<file path="config.mk">
export PLATFORM = sky130hd
export DESIGN_NAME = riscv_dmi_engine_flat
export DESIGN_NICKNAME = d
export VERILOG_FILES = /design/src/rtl/riscv_dmi_engine_if.sv /design/src/rtl/riscv_dmi_engine.sv /design/src/flat_wrapper.sv
export SDC_FILE = /design/constraint.sdc
export NUM_CORES = 1
export LEC_CHECK = 0
export CORE_MARGIN = 2
export CORE_UTILIZATION = 50
export DETAILED_ROUTE_END_ITERATION = 8
export PLACE_DENSITY = 0.77
export SETUP_SLACK_MARGIN = 0.2
export SYNTH_ARGS = -nofsm -noshare
export SYNTH_HDL_FRONTEND = slang
export SYNTH_SLANG_ARGS = --single-unit
</file>
<file path="constraint.sdc">
create_clock -name clk_i -period 3.8 [get_ports clk_i]
set_input_delay 0.76 -clock clk_i [delete_from_list [all_inputs] [get_ports clk_i]]
set_output_delay 0.76 -clock clk_i [all_outputs]
set_load 0.02 [all_outputs]
</file>
<file path="src/rtl/riscv_dmi_engine_if.sv">
// Request/response channel between the DMI transaction engine (master) and
// the Debug Module (slave).
interface riscv_dmi_engine_if #(
  parameter int ADDR_WIDTH = 7,
  parameter int DATA_WIDTH = 32
);
  logic                  req_valid;
  logic                  req_ready;
  logic [ADDR_WIDTH-1:0] req_addr;
  logic [DATA_WIDTH-1:0] req_data;
  logic [1:0]            req_op;
  logic                  resp_valid;
  logic                  resp_ready;
  logic [DATA_WIDTH-1:0] resp_data;
  logic [1:0]            resp_op;

  modport master (
    output req_valid, req_addr, req_data, req_op, resp_ready,
    input  req_ready, resp_valid, resp_data, resp_op
  );

  modport slave (
    input  req_valid, req_addr, req_data, req_op, resp_ready,
    output req_ready, resp_valid, resp_data, resp_op
  );
endinterface

</file>
<file path="src/rtl/riscv_dmi_engine.sv">
// DMI transaction engine: queues scan-update commands, issues them in order to
// the Debug Module, and keeps the sticky dmistat / capture view with timeout.
module riscv_dmi_engine #(
  parameter int ADDR_WIDTH     = 7,
  parameter int DATA_WIDTH     = 32,
  parameter int REQ_DEPTH      = 4,
  parameter int TIMEOUT_CYCLES = 1024,
  parameter int CNT_WIDTH      = $clog2(REQ_DEPTH + 2)
) (
  input  logic                  clk_i,
  input  logic                  rstn_i,
  input  logic                  upd_valid_i,
  input  logic [ADDR_WIDTH-1:0] upd_addr_i,
  input  logic [DATA_WIDTH-1:0] upd_data_i,
  input  logic [1:0]            upd_op_i,
  input  logic                  cap_i,
  output logic [DATA_WIDTH-1:0] cap_data_o,
  output logic [1:0]            cap_op_o,
  input  logic                  dmireset_i,
  input  logic                  hardreset_i,
  riscv_dmi_engine_if.master    dmi,
  output logic [1:0]            dmistat_o,
  output logic                  busy_o,
  output logic [CNT_WIDTH-1:0]  pending_o
);

  localparam int PW = (REQ_DEPTH > 1) ? $clog2(REQ_DEPTH) : 1;
  localparam int TW = (TIMEOUT_CYCLES > 1) ? $clog2(TIMEOUT_CYCLES) : 1;
  localparam logic [TW-1:0]        TMO_LAST = TW'((TIMEOUT_CYCLES > 0) ? TIMEOUT_CYCLES - 1 : 0);
  localparam logic [CNT_WIDTH-1:0] DEPTH    = CNT_WIDTH'(REQ_DEPTH);
  localparam logic [PW-1:0]        PTR_LAST = PW'(REQ_DEPTH - 1);

  localparam logic [1:0] OP_READ  = 2'd1;
  localparam logic [1:0] OP_WRITE = 2'd2;
  localparam logic [1:0] OP_RSVD  = 2'd3;
  localparam logic [1:0] ST_OK     = 2'd0;
  localparam logic [1:0] ST_FAILED = 2'd2;
  localparam logic [1:0] ST_BUSY   = 2'd3;

  typedef enum logic [1:0] {S_IDLE, S_REQ, S_WAIT} state_e;

  state_e state_q, state_d;

  logic [ADDR_WIDTH-1:0] q_addr  [REQ_DEPTH];
  logic [DATA_WIDTH-1:0] q_data  [REQ_DEPTH];
  logic                  q_write [REQ_DEPTH];

  logic [PW-1:0]         wr_ptr_q, rd_ptr_q;
  logic [CNT_WIDTH-1:0]  count_q;
  logic [1:0]            sticky_q, sticky_d;
  logic [1:0]            last_op_q;
  logic [DATA_WIDTH-1:0] last_data_q;
  logic [TW-1:0]         timer_q;

  logic in_flight, q_full, upd_cmd, upd_rw, upd_rsvd, upd_full;
  logic push, pop, resp_hit, timeout, cap_err;

  function automatic logic [PW-1:0] ptr_next(input logic [PW-1:0] p);
    return (p == PTR_LAST) ? '0 : p + PW'(1);
  endfunction

  assign in_flight = (state_q != S_IDLE);
  assign q_full    = (count_q == DEPTH);
  assign pop       = (state_q == S_REQ) && dmi.req_ready;

  // A full queue still accepts a command when the head leaves in the same cycle.
  assign upd_cmd  = upd_valid_i && (sticky_q == ST_OK);
  assign upd_rw   = (upd_op_i == OP_READ) || (upd_op_i == OP_WRITE);
  assign upd_rsvd = upd_cmd && (upd_op_i == OP_RSVD);
  assign upd_full = upd_cmd && upd_rw && q_full && !pop;
  assign push     = upd_cmd && upd_rw && !(q_full && !pop);

  assign resp_hit = (state_q == S_WAIT) && dmi.resp_valid;
  assign timeout  = (TIMEOUT_CYCLES != 0) && (state_q == S_WAIT) && !dmi.resp_valid &&
                    (timer_q == TMO_LAST);
  assign cap_err  = cap_i && busy_o && (sticky_q == ST_OK);

  assign busy_o     = (count_q != '0) || in_flight;
  assign pending_o  = count_q + CNT_WIDTH'(in_flight);
  assign dmistat_o  = sticky_q;
  assign cap_data_o = last_data_q;
  assign cap_op_o   = (sticky_q != ST_OK) ? sticky_q :
                      busy_o              ? ST_BUSY  : last_op_q;

  // First error since the last dmireset is the one that sticks.
  always_comb begin
    sticky_d = sticky_q;
    if (sticky_q == ST_OK) begin
      if (resp_hit && (dmi.resp_op != ST_OK)) sticky_d = dmi.resp_op;
      else if (timeout)                       sticky_d = ST_FAILED;
      else if (upd_rsvd)                      sticky_d = ST_FAILED;
      else if (upd_full)                      sticky_d = ST_BUSY;
      else if (cap_err)                       sticky_d = ST_BUSY;
    end
    if (dmireset_i) sticky_d = ST_OK;
  end

  always_ff @(posedge clk_i or negedge rstn_i) begin
    if (!rstn_i) begin
      state_q <= S_IDLE;
    end else if (hardreset_i) begin
      state_q <= S_IDLE;
    end else begin
      state_q <= state_d;
    end
  end

  always_comb begin
    state_d = state_q;
    case (state_q)
      S_IDLE:  if (count_q != '0) state_d = S_REQ;
      S_REQ:   if (dmi.req_ready) state_d = S_WAIT;
      S_WAIT:  if (resp_hit || timeout) state_d = S_IDLE;
      default: state_d = S_IDLE;
    endcase
  end

  always_comb begin
    dmi.req_valid  = 1'b0;
    dmi.req_addr   = '0;
    dmi.req_data   = '0;
    dmi.req_op     = '0;
    dmi.resp_ready = 1'b1;
    case (state_q)
      S_REQ: begin
        dmi.req_valid  = 1'b1;
        dmi.req_addr   = q_addr[rd_ptr_q];
        dmi.req_data   = q_data[rd_ptr_q];
        dmi.req_op     = q_write[rd_ptr_q] ? OP_WRITE : OP_READ;
        dmi.resp_ready = 1'b0;
      end
      default: ;
    endcase
  end

  // Queue storage holds no control meaning, so it is left out of reset.
  always_ff @(posedge clk_i) begin
    if (push) begin
      q_addr[wr_ptr_q]  <= upd_addr_i;
      q_data[wr_ptr_q]  <= upd_data_i;
      q_write[wr_ptr_q] <= (upd_op_i == OP_WRITE);
    end
  end

  always_ff @(posedge clk_i or negedge rstn_i) begin
    if (!rstn_i) begin
      wr_ptr_q    <= '0;
      rd_ptr_q    <= '0;
      count_q     <= '0;
      sticky_q    <= ST_OK;
      last_op_q   <= ST_OK;
      last_data_q <= '0;
      timer_q     <= '0;
    end else if (hardreset_i) begin
      wr_ptr_q    <= '0;
      rd_ptr_q    <= '0;
      count_q     <= '0;
      sticky_q    <= ST_OK;
      last_op_q   <= ST_OK;
      last_data_q <= '0;
      timer_q     <= '0;
    end else begin
      if (push) wr_ptr_q <= ptr_next(wr_ptr_q);
      if (pop)  rd_ptr_q <= ptr_next(rd_ptr_q);
      case ({push, pop})
        2'b10:   count_q <= count_q + CNT_WIDTH'(1);
        2'b01:   count_q <= count_q - CNT_WIDTH'(1);
        default: count_q <= count_q;
      endcase
      sticky_q <= sticky_d;
      if (resp_hit) begin
        last_data_q <= dmi.resp_data;
        last_op_q   <= dmi.resp_op;
      end else if (timeout) begin
        last_op_q   <= ST_FAILED;
      end
      if (pop) begin
        timer_q <= '0;
      end else if ((state_q == S_WAIT) && (timer_q != '1)) begin
        timer_q <= timer_q + TW'(1);
      end
    end
  end

endmodule

</file>
<file path="src/flat_wrapper.sv">
// flat-port wrapper written by rule: the top's interface ports become plain ports
module riscv_dmi_engine_flat 
#(
  parameter int ADDR_WIDTH     = 7,
  parameter int DATA_WIDTH     = 32,
  parameter int REQ_DEPTH      = 4,
  parameter int TIMEOUT_CYCLES = 1024,
  parameter int CNT_WIDTH      = $clog2(REQ_DEPTH + 2)
)
  (clk_i, rstn_i, upd_valid_i, upd_addr_i, upd_data_i, upd_op_i, cap_i, cap_data_o, cap_op_o, dmireset_i, hardreset_i, dmistat_o, busy_o, pending_o, dmi_req_valid, dmi_req_addr, dmi_req_data, dmi_req_op, dmi_resp_ready, dmi_req_ready, dmi_resp_valid, dmi_resp_data, dmi_resp_op);
  riscv_dmi_engine_if #(.ADDR_WIDTH(ADDR_WIDTH), .DATA_WIDTH(DATA_WIDTH)) dmi_i ();
  input  logic clk_i;
  input  logic rstn_i;
  input  logic upd_valid_i;
  input  logic [ADDR_WIDTH-1:0] upd_addr_i;
  input  logic [DATA_WIDTH-1:0] upd_data_i;
  input  logic [1:0] upd_op_i;
  input  logic cap_i;
  output logic [DATA_WIDTH-1:0] cap_data_o;
  output logic [1:0] cap_op_o;
  input  logic dmireset_i;
  input  logic hardreset_i;
  output logic [1:0] dmistat_o;
  output logic busy_o;
  output logic [CNT_WIDTH-1:0] pending_o;
  output wire logic [$bits(dmi_i.req_valid)-1:0] dmi_req_valid;
  output wire logic [$bits(dmi_i.req_addr)-1:0] dmi_req_addr;
  output wire logic [$bits(dmi_i.req_data)-1:0] dmi_req_data;
  output wire logic [$bits(dmi_i.req_op)-1:0] dmi_req_op;
  output wire logic [$bits(dmi_i.resp_ready)-1:0] dmi_resp_ready;
  input wire logic [$bits(dmi_i.req_ready)-1:0] dmi_req_ready;
  input wire logic [$bits(dmi_i.resp_valid)-1:0] dmi_resp_valid;
  input wire logic [$bits(dmi_i.resp_data)-1:0] dmi_resp_data;
  input wire logic [$bits(dmi_i.resp_op)-1:0] dmi_resp_op;
  assign dmi_req_valid = dmi_i.req_valid;
  assign dmi_req_addr = dmi_i.req_addr;
  assign dmi_req_data = dmi_i.req_data;
  assign dmi_req_op = dmi_i.req_op;
  assign dmi_resp_ready = dmi_i.resp_ready;
  assign dmi_i.req_ready = dmi_req_ready;
  assign dmi_i.resp_valid = dmi_resp_valid;
  assign dmi_i.resp_data = dmi_resp_data;
  assign dmi_i.resp_op = dmi_resp_op;
  riscv_dmi_engine #(.ADDR_WIDTH(ADDR_WIDTH), .DATA_WIDTH(DATA_WIDTH), .REQ_DEPTH(REQ_DEPTH), .TIMEOUT_CYCLES(TIMEOUT_CYCLES), .CNT_WIDTH(CNT_WIDTH)) u_core (.clk_i(clk_i), .rstn_i(rstn_i), .upd_valid_i(upd_valid_i), .upd_addr_i(upd_addr_i), .upd_data_i(upd_data_i), .upd_op_i(upd_op_i), .cap_i(cap_i), .cap_data_o(cap_data_o), .cap_op_o(cap_op_o), .dmireset_i(dmireset_i), .hardreset_i(hardreset_i), .dmi(dmi_i), .dmistat_o(dmistat_o), .busy_o(busy_o), .pending_o(pending_o));
endmodule
</file>
==> metrics.csv <==
stage,metric,value,unit
status,status,"finished, final reports clean",
sta,fmax,292,MHz
final_layout,layout-drive-gt1-share,14.9,%
route,ant_nets,0,
sta,setup-tns-final,0,ns
clocking,holdBufCountCts,0,
yosys,syn_area_per_cell,17.5,µm²
yosys,synthTopCellsByArea,"edfxtp_1 55%, dfrtp_1 16%, mux4_2 10%, a22o_1 3.2%, nor2b_1 3.0%",
yosys,synth_cell_types,48,
sta,worstMarginPinSlew,0.930,ns
global_route,grt_max_degree,44,
clocking,cts_buffer_depth,3,
worst_hold_path,hp-class,in2async,
global_route,antenna_found_initial,0,
power,power_density,554,nW/µm²
critical_path,crit_fanout,43,
final_layout,fin_cells,908,
yosys,synth_area,8670,µm²
sta,rsz0062_at_grt,no,
power,power,6.27,mW
die,core-area,17100,µm²
power,ir_drop,0.000388,V
sta,maxSlewViolCount,0,
yosys,syn_inst,495,
critical_path,worst_ep_required_time,3.04,ns
yosys,ys.flop_type,edfxtp_1,
clocking,cts_tree,done,
yosys,synthArstFlopShare,25.6,%
power,leakagePower,3.96,nW
yosys,syn_nets,589,
sta,hold_viol,0,
placed_design,pre_cts_slack,0.470,ns
critical_path,critPathKind,reg2out,
clocking,cts_sinks,215,
critical_path,cp-startpoint,u_core.state_q[1],
global_route,grt_use_total,19.1,%
critical_path,startpoint_type,flip-flop,
die,die_h,136,µm
final_layout,fillers,1162,
route,drt-total-wl,17600,µm
final_layout,utilization,66.1,%
placed_design,dp.cells,871,
clocking,cts_made_buffers,21,
placed_design,dpl.hpwl,11100,µm
critical_path,arrival,2.67,ns
clocking,clkTransAtPathRegs,0.07,ns
global_route,grt_pass1_vias,5096,
global_route,grt_first_pass_wirelength,27000,µm
critical_path,reg2reg_depth,7,
die,die_w,136,µm
route,vias_per_cell,5.55,
yosys,synth_top_area_share,55.4,%
clocking,cts_root_buffer,clkbuf_16,
yosys,yosys_warnings,0,
critical_path,rr_startpoint,u_core.dmistat_o[1],
yosys,yosys-top-cells-count,"160 x edfxtp_1, 55 x dfrtp_1, 41 x nor2b_1",
final_layout,diodes,0,
clocking,clk_latency,0.49,ns
sta,min_period_over_period,90.2,%
placed_design,gp_congestion,0.832,
sta,fin_skew,0.0133,ns
sta,final.min_clock_period,3.43,ns
critical_path,crit_path_end_kind,primary output,
global_route,grt_overflow,0,
final_layout,nets,763,
route,wire_per_inst,19.3,µm
die,dieArea,18400,µm²
sta,setup-violations-final,0,
route,vias,5037,
clocking,cts_max_level,1,
job,maxCapViolCount,0,
yosys,synth_area_leader_cell,edfxtp_1,
route,drc,0,
sta,worst_slack,0.372,ns
yosys,synth_edf_count,160,
route,firstDrtPassIters,4,
placed_design,port_buffers,165,
sta,relSlewSlack,38.0,%
die,start_util,50.7,%
yosys,ys_seq_area_share,71.3,%
route,drt_iter0_markers,403,
die,rows,48,
yosys,yosys.cell_count.top_type,edfxtp_1,
die,io_pins,166,
yosys,ys_ff_latch,215,
final_layout,syn2layout_area_growth,30.5,%
==> cell families (layout without fill, tap and decap cells) <==
group | after synthesis | after routing | synth area share, %
DFF | 215 | 215 | 71.3
and+or+nand+nor | 120 | 120 | 7.82
AOI/OAI and AO/OA | 61 | 61 | 5.77
muxes | 42 | 42 | 10.6
buffers and inverters | 36 | 224 | 1.80
adders and majority gates | 11 | 11 | 1.67
xor gates and xnor gates | 10 | 10 | 1.01
==> metal layers <==
| layer | part of all wire, % | routed length (µm) | track usage (%) | vias up |
|---|---|---|---|---|
| li1 | - | - | - | 2265 |
| met1 | 40 | 6940 | 25.0 | 2545 |
| met2 | 52 | 9100 | 33.3 | 205 |
| met3 | 7.4 | 1300 | 3.82 | 22 |
| met4 | 1.2 | 210 | 4.51 | 0 |
| met5 | 0 | 0 | 0 | - |
==> flip-flops by register name, summed over array words and instances, names as in the netlist, 3 cells and up <==
signal,flops
u_core.timer_q,10
u_core.q_addr,28
u_core.cap_data_o,32
u_core.count_q,3
u_core.q_write,4
u_core.q_data,128
==> what timing repair did <==
| action | 4_1_cts | 5_1_grt |
|---|---|---|
| setup endpoints to repair | 0 | 16 |
| setup buffers | 0 | 0 |
| resized for setup | 0 | 1 |
==> worst max-delay path: stages (launching register included) <==
cell             delay, ns
dfrtp_1               0.44
nand2b_2              0.66
nor2b_1               0.42
clkdlybuf4s50_1       0.66
==> cells in the final DEF (no fill, tap or decap), drive strengths merged, types with 10 or more instances in the layout <==
| master | count |
|---|---|
| clkbuf | 25 |
| buf | 13 |
| a22o | 32 |
| clkdlybuf4s50 | 164 |
| nand2 | 11 |
| inv | 12 |
| nor2 | 33 |
| ha | 10 |
| mux4 | 40 |
| nor2b | 42 |
| dfrtp | 55 |
| edfxtp | 160 |
==> report_power, final <==
part	total (mW)	internal [mW]	leakage [nW]	switching (mW)
logic	1.50	0.732	1.43	0.770
registers	2.77	2.67	2.21	0.0956
clock network	2.00	1.16	0.318	0.840
==> through the flow <==
stage	hold WS, ns	cell area [µm²]
3_5_place_dp	0.491	10600
3_3_place_gp	0.491	10600
6_report	0.315	11300
4_1_cts	0.332	11300
2_1_floorplan	0.463	8670
5_1_grt	0.382	11300
==> layout make-up <==
type | count | area [µm²] | area share, %
sequential | 215 | 6190 | 54.7
timing repair buffer | 177 | 1800 | 15.9
tap | 225 | 282 | 2.49
clock inverter | 12 | 125 | 1.11
clock buffer | 25 | 541 | 4.78
multi-input combinational | 244 | 2340 | 20.7
inverter | 10 | 37.5 | 0.332
==> final timing paths <==
kind,endpoint,slack (ns)
worst max-delay path,dmi_req_data[11],0.37
worst min-delay path,u_core.timer_q[6],0.31
worst max register to register,u_core.count_q[2],1.53
worst min register to register,u_core.cap_data_o[24],0.51
max in group asynchronous,u_core.cap_data_o[14],2.70
min in group clk_i,u_core.cap_data_o[24],0.51
Note: power is estimated with default switching activity, not from simulation.
